--- src/rtl/job_dispatcher.sv ---
`default_nettype none
// ============================================================================
// Module   : job_dispatcher
// Brief    : Request FIFO feeding a start/done sequencer. Issues one job at a
//            time, reports each completion with its ID, and recovers through a
//            watchdog when the sequencer never signals done.
// Revision : 1.0 - initial release
// ============================================================================
module job_dispatcher #(
    parameter int DEPTH   = 4,
    parameter int ID_W    = 4,
    parameter int TIMEOUT = 64
) (
    input  logic                     clk,
    input  logic                     reset,
    input  logic                     req_valid,
    input  logic [ID_W-1:0]          req_id,
    output logic                     req_ready,
    output logic                     start,
    input  logic                     done,
    output logic                     cmpl_valid,
    output logic [ID_W-1:0]          cmpl_id,
    output logic                     cmpl_timeout,
    output logic                     busy,
    output logic [$clog2(DEPTH):0]   queue_count,
    output logic                     drop_err
);

    localparam int AW = $clog2(DEPTH);
    localparam int TW = $clog2(TIMEOUT);

    localparam logic [AW:0]   c_DEPTH      = (AW+1)'(DEPTH);
    localparam logic [TW-1:0] c_TIMER_LAST = TW'(TIMEOUT - 1);

    typedef enum logic [0:0] {
        IDLE = 1'b0,
        WAIT = 1'b1
    } state_t;

    state_t             r_state;
    state_t             w_state_next;

    logic [ID_W-1:0]    r_mem [DEPTH];
    logic [AW-1:0]      r_wr_ptr;
    logic [AW-1:0]      r_rd_ptr;
    logic [AW:0]        r_count;

    logic [ID_W-1:0]    r_cur_id;
    logic [TW-1:0]      r_timer;
    logic               r_start;
    logic               r_cmpl_valid;
    logic [ID_W-1:0]    r_cmpl_id;
    logic               r_cmpl_timeout;
    logic               r_drop_err;

    logic               w_req_ready;
    logic               w_push;
    logic               w_pop;
    logic               w_finish;
    logic               w_timed_out;

    // Full blocks new requests even when a pop happens on the same edge.
    assign w_req_ready  = (r_count < c_DEPTH);
    assign w_push       = req_valid && w_req_ready;

    assign req_ready    = w_req_ready;
    assign start        = r_start;
    assign cmpl_valid   = r_cmpl_valid;
    assign cmpl_id      = r_cmpl_id;
    assign cmpl_timeout = r_cmpl_timeout;
    assign busy         = (r_state == WAIT) || (r_count != '0);
    assign queue_count  = r_count;
    assign drop_err     = r_drop_err;

    // Next-state decode: pop when idle with work queued; finish on done or watchdog (done wins).
    always_comb begin
        w_state_next = r_state;
        w_pop        = 1'b0;
        w_finish     = 1'b0;
        w_timed_out  = 1'b0;
        case (r_state)
            IDLE: begin
                if (r_count != '0) begin
                    w_pop        = 1'b1;
                    w_state_next = WAIT;
                end
            end
            WAIT: begin
                if (done) begin
                    w_finish     = 1'b1;
                    w_state_next = IDLE;
                end else if (r_timer == c_TIMER_LAST) begin
                    w_finish     = 1'b1;
                    w_timed_out  = 1'b1;
                    w_state_next = IDLE;
                end
            end
            default: w_state_next = IDLE;
        endcase
    end

    // FSM state register.
    always_ff @(posedge clk or posedge reset) begin
        if (reset) begin
            r_state <= IDLE;
        end else begin
            r_state <= w_state_next;
        end
    end

    // Circular request buffer; pointers wrap naturally since DEPTH is a power of two.
    always_ff @(posedge clk or posedge reset) begin
        if (reset) begin
            for (int i = 0; i < DEPTH; i++) begin
                r_mem[i] <= '0;
            end
            r_wr_ptr <= '0;
            r_rd_ptr <= '0;
            r_count  <= '0;
        end else begin
            if (w_push) begin
                r_mem[r_wr_ptr] <= req_id;
                r_wr_ptr        <= r_wr_ptr + 1'b1;
            end
            if (w_pop) begin
                r_rd_ptr <= r_rd_ptr + 1'b1;
            end
            case ({w_push, w_pop})
                2'b10:   r_count <= r_count + 1'b1;
                2'b01:   r_count <= r_count - 1'b1;
                default: r_count <= r_count;
            endcase
        end
    end

    // Job tracking: start pulse, watchdog timer and completion report.
    always_ff @(posedge clk or posedge reset) begin
        if (reset) begin
            r_cur_id       <= '0;
            r_timer        <= '0;
            r_start        <= 1'b0;
            r_cmpl_valid   <= 1'b0;
            r_cmpl_id      <= '0;
            r_cmpl_timeout <= 1'b0;
        end else begin
            r_start      <= w_pop;
            r_cmpl_valid <= w_finish;
            if (w_pop) begin
                r_cur_id <= r_mem[r_rd_ptr];
                r_timer  <= '0;
            end else if ((r_state == WAIT) && !w_finish) begin
                r_timer <= r_timer + 1'b1;
            end
            if (w_finish) begin
                r_cmpl_id      <= r_cur_id;
                r_cmpl_timeout <= w_timed_out;
            end
        end
    end

    // Sticky overflow flag; only reset clears it.
    always_ff @(posedge clk or posedge reset) begin
        if (reset) begin
            r_drop_err <= 1'b0;
        end else if (req_valid && !w_req_ready) begin
            r_drop_err <= 1'b1;
        end
    end

endmodule
`default_nettype wire

--- config.mk ---
export PLATFORM = sky130hd
export DESIGN_NAME = job_dispatcher
export DESIGN_NICKNAME = d
export VERILOG_FILES = /design/src/rtl/job_dispatcher.sv
export SDC_FILE = /design/constraint.sdc
export NUM_CORES = 1
export LEC_CHECK = 0
export ABC_CLOCK_PERIOD_IN_PS = 3910
export BUFFER_PORTS_ARGS = -buffer_cell sky130_fd_sc_hd__buf_2
export CAP_MARGIN = 20
export CORE_ASPECT_RATIO = 0.8
export CORE_MARGIN = 2
export CORE_UTILIZATION = 50
export DETAILED_ROUTE_END_ITERATION = 8
export GPL_TIMING_DRIVEN = 0
export PLACE_DENSITY = 0.66
export SLEW_MARGIN = 30
export SYNTH_ARGS = -nofsm -noshare
export SYNTH_HDL_FRONTEND = slang
export SYNTH_SLANG_ARGS = --single-unit
--- constraint.sdc ---
create_clock -name clk -period 3.91 [get_ports clk]
set_input_delay 0.782 -clock clk [delete_from_list [all_inputs] [get_ports clk]]
set_output_delay 0.782 -clock clk [all_outputs]
set_load 0.1 [all_outputs]
Word level (Yosys, flattened, before mapping)
Index checks and enable logic that the tools add are counted.
- bitwise operators: 3
- $lt $le $gt $ge: 4
- eq/ne operators: 3
- add/subtract/negate cells: 5
- muxes and demuxes: 19
- reductions and logical operators: 10
- operators with widths (cell ; number):
    bitwise mux 16 bit ; 1
    2-to-1 mux 4 bit ; 3
    2-to-1 mux 6 bit ; 2
    2-to-1 mux 1 bit ; 9
    binary-select mux 4 bit (select 2 bit) ; 1
    demux 4 bit (select 2 bit) ; 1
    adder 6 x 1 -> 6 bit, second input constant ; 1
    == test 6 bit, second input constant ; 1
    >= comparator 3 bit, second input constant ; 2
    NOT 2 -> 3 bit ; 2
    one-hot mux 3 bit (2 select lines) ; 1
    adder 2 x 1 -> 2 bit, second input constant ; 2
    logical AND 1 bit ; 4
    nonzero test 2 bit ; 2
    adder 3 x 1 -> 3 bit, second input constant ; 1
    less-than comparator 3 x 1 -> 1 bit, second input constant ; 1
    less-than comparator 3 bit, second input constant ; 1
    nonzero test 3 bit ; 1
    subtractor 3 x 1 -> 3 bit, second input constant ; 1
    == test 2 x 1 -> 1 bit, second input constant ; 1
    == test 2 bit, second input constant ; 1
    logical NOT 1 bit ; 2
    one-hot mux 1 bit (2 select lines) ; 1
    logical OR 1 bit ; 1
    NOT 1 bit ; 1
- register bits: 42

Logic depth before layout (Yosys ltp)
Gate-level depths: netlist of the first run.
- depth after elaboration: 8
- mapped depth: 9
- mapped depth without buffers: 8

Least setup slack after synthesis of the first run
Ideal clock, no wire load.
- path type: reg-to-output
- start point: register r_count[2], in the netlist queue_count[2]
- end point: output port busy
- path slack: 1272 ps
- required time: 3128 ps
- arrival time: 1856 ps
- cell stages (with the launch flop): 3
- cells stage by stage: dfrtp_1 > nor4_1 > inv_1
- longest elaborated chain between the ends: 2
- ends and longest elaborated chain (element ; RTL line ; source):
    from (decl) ; 46 ; logic [AW:0] r_count;
    from (signal assigned) ; 129 ; 2'b10: r_count <= r_count + 1'b1;
    from (signal assigned) ; 130 ; 2'b01: r_count <= r_count - 1'b1;
    from (signal assigned) ; 131 ; default: r_count <= r_count;
    nonzero test 3 bit ; 71 ; assign busy = (r_state == WAIT) || (r_count != '0);
    logical OR 1 bit ; 71 ;
    to (decl) ; 24 ; output logic busy,
Every way passes these cells.

Final worst setup path of the first run
Same ends and word-level chain as after synthesis.

==> results of run 1 <==
state kept, by name (all words and copies together) (netlist names):
signal,flops
r_mem,16
r_timer,6
cmpl_id,4
r_cur_id,4
queue_count,3
r_rd_ptr,2
r_wr_ptr,2
cmpl_timeout,1
cmpl_valid,1
drop_err,1
r_state,1
start,1
layout by cell type (no fill, tap or decap), drive strengths merged, types with 2 or more instances in the layout:
master and instances:
mux2 20, xnor2 3, nor3 2, dfrtp 42, mux4 4, inv 14, buf 26, nand2 16
a31oi 2, o211ai 5, and4 2, nor2 4, a211o 5, clkbuf 8, a21oi 3, xor2 3
a41oi 3, ha 6
cell families (layout without fill, tap and decap cells):
family / Yosys count / count (layout) / synth area share [%]
flip-flops: 42 / 42 / 52.0
AND/OR/NAND/NOR: 34 / 34 / 9.35
AO/OA/AOI/OAI: 26 / 26 / 10.9
multiplexers: 25 / 25 / 16.1
buffers and inverters: 20 / 49 / 4.33
adder cells (fa/ha/maj): 7 / 7 / 4.71
XOR/XNOR: 6 / 6 / 2.60
per-layer routing:
| metal | vias up | global-route usage (%) |
|---|---|---|
| met1 | 695 | 27.4 |
| li1 | 631 | - |
| met5 | - | 0 |
| met3 | 7 | 6.98 |
| met4 | 0 | 6.89 |
| met2 | 23 | 31.5 |
how the worst max path moves through the flow:
stage	from	end	cells past startpoint
floorplan	queue_count[2]	busy	2
detailed placement	req_valid	queue_count[2]	10
CTS	queue_count[2]	busy	3
global route	queue_count[2]	busy	3
finish	queue_count[2]	busy	3
global placement	req_valid	queue_count[2]	10
power by group through the flow:
| stage | combinational [mW] | sequential, mW | clock [mW] |
|---|---|---|---|
| final | 0.985 | 0.760 | 0.290 |
| after floorplan | 0.536 | 1.03 | 0 |
| after CTS | 0.998 | 0.760 | 0.294 |
| after global routing | 1.07 | 0.785 | 0.319 |
| after detailed placement | 0.991 | 0.769 | 0 |
| after global placement | 0.958 | 0.752 | 0 |
cell type report:
type                       count  area, um2  area share, %
inverter                      14       52.6           2.28
clock inverter                 1       5.00          0.218
timing repair buffer          21        120           5.22
tap                           55       68.8           2.99
sequential                    42       1050           45.7
buffer                         6       35.0           1.52
multi-input combinational     98        882           38.3
clock buffer                   7       86.3           3.75
stage by stage:
| stage | setup WS, ns | cell area [um2] | instances | power [mW] | utilization (%) |
|---|---|---|---|---|---|
| finish | 1.45 | 2300 | 244 | 2.04 | 60.1 |
| global route | 1.25 | 2300 | 244 | 2.17 | 60.1 |
| CTS | 1.42 | 2300 | 244 | 2.05 | 60.1 |
| detailed placement | 1.56 | 2210 | 236 | 1.76 | 57.7 |
| global placement | 1.61 | 2190 | 235 | 1.71 | 57.2 |
| floorplan | 1.27 | 2020 | 160 | 1.57 | - |
==> metrics, run 1 <==
CTS tree=yes; async set or reset register ratio after synthesis=between 90% and 100%; Max rail drop VDD=~0.56 mV; fillcell total=335; Die Y=60.9 um; 1st-pass router iterations=4; final setup fails=0; clk sinks=42; Int Power=1.11 mW; Comb power frac=about 48%; CP top delay family=buffers and inverters; Die X=75.1 um; synth cell count leaders=42 x dfrtp_1, 20 x mux2_2, 16 x nand2_1, 14 x inv_1, 6 x ha_1; clk_lat worst skew=0.30 ns; Final ANT Viol Nets=0; element type at the critical path end=output port; Slew Limit Fails=0; vias in the first global route=1430; reg2reg start=queue_count[2]; worst endpoint required time=3.13 ns; hold_buf cts=0; first-pass GRT wire length=6710 um; kind of critical path=flip-flop to output port; most frequent cell after synthesis=dfrtp_1; Core Footprint=3830 um2; r2r setup slk=approximately 1.9 ns; RSZ-0062 raised after global routing=no; crit share post-route=63.0%; max_slew headroom=about two thirds; largest net degree at the start of global routing=31; M1 WL=1750 um; Initial Utilization=between 50 and 60%; Nets=203; clock-pin transition on the worst setup and hold timing paths=0.08 ns; Final Hold Violating Endpoints=0; setup TNS=0 ns; Clk network pwr share=14.3%; EDFF count, synth=0; WHS=roughly 0.42 ns; pwr dens=885 nW/um2; post-synthesis instance total=160; die area=4570 um2; Net Sw Frac=45.4%; FP Rows=20; clock tree root buffer cell=clkbuf_8; Port-buffer cells=20; Post-CTS Setup Inserts=0; DR vias=1356; synth unique cells=43; CTS resizes=0; DRC violations left=0; outcome=completed; clock skew=approximately 0.0050 ns; # H-tree levels=2; DR WL met2=1770 um; MaxCap Viol Count=0; worst-margin pin slew=0.480 ns; Syn Area/Cell=12.6 um2; CP Max Fanout=6; routability cong.=0.744; DRT iter0 DRCs=122; Total Routing Usage GR=20.4%; initial antenna violation count=0; Vias/cell=5.56; Synth Warn #=0; Worst Reg-to-Reg Cells=8; Hold Crit Class=primary input to asynchronous set/reset pin; crit path DAT=1.68 ns; highest routed layer=met4; CP Cell Sequence=nor4_1 > inv_1 > buf_2; Area Growth Syn to Fin=13.9%; FF+latch count, synth=42; Boundary Pins=21; gr ovfl total=0; WP buf/inv=2; Slowest-stage cell, CP=nor4_1; startpoint class of the critical path=flip-flop; Routed met3 length=173 um; area leader, netlist=dfrtp_1; Worst path max stage delay=0.46 ns; final wirelength=between 3000 and 4000 um; # diodes=0; Flop pwr share=37.3%; WL/cell=approximately 15 um; Synth top area share=52.0%; static leakage=1.05 nW; RR Endpoint=queue_count[2]; Syn Nets=175; Fmax=0.406 GHz; Synth Flop Type=dfrtp_1; cts bufs inserted=5; post-DP HPWL=~2700 um; net switching power=0.925 mW; Post-Syn Area=between 2000 and 2500 um2; share of layout cells above drive strength 1=34.4%; Min Clock Period, post-route=2.46 ns; CTS max path bufs=2; largest cells by area after synthesis=dfrtp_1 52%, mux2_2 11%, mux4_2 4.5%; register area share after synthesis=a little over half
Power figures use the tool's default switching activity.
==> inputs of run 2 (changes only) <==
--- a/config.mk
+++ b/config.mk
@@ -5,7 +5,7 @@
 export SDC_FILE = /design/constraint.sdc
 export NUM_CORES = 1
 export LEC_CHECK = 0
-export ABC_CLOCK_PERIOD_IN_PS = 3910
+export ABC_CLOCK_PERIOD_IN_PS = 2000
 export BUFFER_PORTS_ARGS = -buffer_cell sky130_fd_sc_hd__buf_2
 export CAP_MARGIN = 20
 export CORE_ASPECT_RATIO = 0.8
@@ -13,7 +13,7 @@
 export CORE_UTILIZATION = 50
 export DETAILED_ROUTE_END_ITERATION = 8
 export GPL_TIMING_DRIVEN = 0
-export PLACE_DENSITY = 0.66
+export PLACE_DENSITY = 0.69
 export SLEW_MARGIN = 30
 export SYNTH_ARGS = -nofsm -noshare
 export SYNTH_HDL_FRONTEND = slang
==> constraint.sdc (replaced) <==
create_clock -name clk -period 2 [get_ports clk]
set_input_delay 0.4 -clock clk [delete_from_list [all_inputs] [get_ports clk]]
set_output_delay 0.4 -clock clk [all_outputs]
set_load 0.1 [all_outputs]
==> metrics, run 2 (synthesis results as in run 1) <==
cts bufs inserted=5; Comb power frac=a little under half; pre-CTS setup slack=0.0931 ns; crit share post-route=94.8%; first-pass GRT wire length=6510 um; CP top delay family=flip-flops; area of the multi-input gates=~920 um2; Area Growth Syn to Fin=20.2%; # H-tree levels=2; Die X=75.1 um; biggest regs=r_mem: 16 flops, r_timer: 6 flops; element type at the critical path end=output port; Net Sw Frac=between 40% and 50%; # diodes=0; die area=4570 um2; startpoint class of the critical path=flip-flop; Hold Crit Class=primary input to asynchronous set/reset pin; max_slew headroom=67.8%; DR vias=1346; MaxCap Viol Count=0; fillcell total=299; Total Routing Usage GR=19.8%; Final ANT Viol Nets=0; Inst Count DP=about 240; clock tree root buffer cell=clkbuf_8; CP Max Fanout=6; Clk network pwr share=a little under a fifth; static leakage=1.09 nW; final wirelength=3820 um; final setup fails=0; WL/cell=approximately 16 um; gr ovfl total=0; 1st-pass router iterations=4; RSZ-0062 raised after global routing=no; worst-margin pin slew=slightly below 0.5 ns; largest net degree at the start of global routing=26; WP buf/inv=2; Sequential cell area=~1100 um2; Reg with most FFs=r_mem; final core utilization=63.4%; Nets=205; Slew Limit Fails=0; Min Clock Period, post-route=1.90 ns; Max rail drop VDD=0.932 mV; net switching power=1.86 mW; DRC violations left=0; Final Hold Violating Endpoints=0; routability cong.=about 0.76; max reg flops=16; vias in the first global route=~1400; initial antenna violation count=0; CTS max path bufs=2; Slowest-stage cell, CP=dfrtp_4; Port-buffer cells=20; pwr dens=1790 nW/um2; CP Cell Sequence=nor4_4 > inv_1 > buf_6; share of layout cells above drive strength 1=38.7%; Finished Layout Cells=246; post-DP HPWL=2660 um; clock skew=0.00797 ns; clk sinks=42; Flop pwr share=a little over a third; clk_lat worst skew=0.29 ns; Worst path max stage delay=~0.53 ns; Die Y=between 60 and 70 um; FP Rows=20; worst endpoint required time=between 1.5 and 2 ns; Vias/cell=5.47; commonest non-fill, non-tap cell in the layout=dfrtp_1; Int Power=between 2 and 2.5 mW; Core Footprint=3830 um2; crit path DAT=~1.5 ns; clock-pin transition on the worst setup and hold timing paths=~0.080 ns; kind of critical path=flip-flop to output port; final worst slack=between 0.1 and 0.15 ns; outcome=completed; Boundary Pins=21; Initial Utilization=between 50% and 60%; Fmax=0.528 GHz; DRT iter0 DRCs=67; CTS tree=yes; most frequent cells in the layout=39 x dfrtp_1, 23 x buf_2, 20 x mux2_2, 16 x nand2_1, 13 x inv_1
[run 2: changes by cell type in the layout (fill, tap and decap cells not counted), moves of 2 or more]
cell       previous run  this run
buf_4                 0         2
dfrtp_1              42        39
bufinv_16             0         2
dfrtp_4               0         3
[run 2: power by group through the flow]
stage	clock [mW]	sequential, mW	combinational [mW]
4_1_cts	0.831	1.53	1.97
2_1_floorplan	0	2.05	1.07
5_1_grt	0.874	1.60	2.14
6_report	0.821	1.55	1.98
3_3_place_gp	0	1.50	1.90
3_5_place_dp	0	1.54	1.96
[run 2: area by class of cell]
class,instances,area share (%)
Sequential cell,42,43.7
Buffer,6,1.44
Tap cell,55,2.83
Timing Repair Buffer,23,6.13
Inverter,14,2.16
Clock buffer,6,3.40
Multi-Input combinational cell,98,37.8
Clock inverter,2,2.47
[run 2: what timing repair did]
| action | CTS | global route |
|---|---|---|
| hold buffers | 0 | 0 |
| setup endpoints to repair | 1 | 2 |
| setup buffers | 0 | 2 |
| resized for setup | 2 | 2 |
| pin swaps | 0 | 1 |
[run 2: worst paths after layout]
check	cells past startpoint	endpoint	startpoint	slack, ns
setup reg to reg	7	queue_count[1]	queue_count[2]	0.23
min in group clk	2	drop_err	req_valid	0.33
max in group asynchronous	3	r_cur_id[0]	reset	1.44
hold / removal	2	drop_err	reset	0.1
setup / recovery	3	busy	queue_count[2]	0.10
hold reg to reg	1	drop_err	drop_err	0.45
[run 2: layer usage]
layer  vias up  share of wire (%)  track usage [%]
li1        632                  -                -
met1       674                 45             26.3
met2        33                 49             30.8
met3         7                4.5             4.98
met4         0                1.2             9.18
met5         -                  0                0
[run 2: stage by stage]
step	area, um2	power, mW	setup TNS, ns	hold slack (ns)
2_1_floorplan	2050	3.13	0	0.464
3_3_place_gp	2220	3.40	-0.113	0.434
3_5_place_dp	2250	3.50	0	0.424
4_1_cts	2400	4.33	0	0.106
5_1_grt	2430	4.62	0	0.117
6_report	2430	4.35	0	0.0961
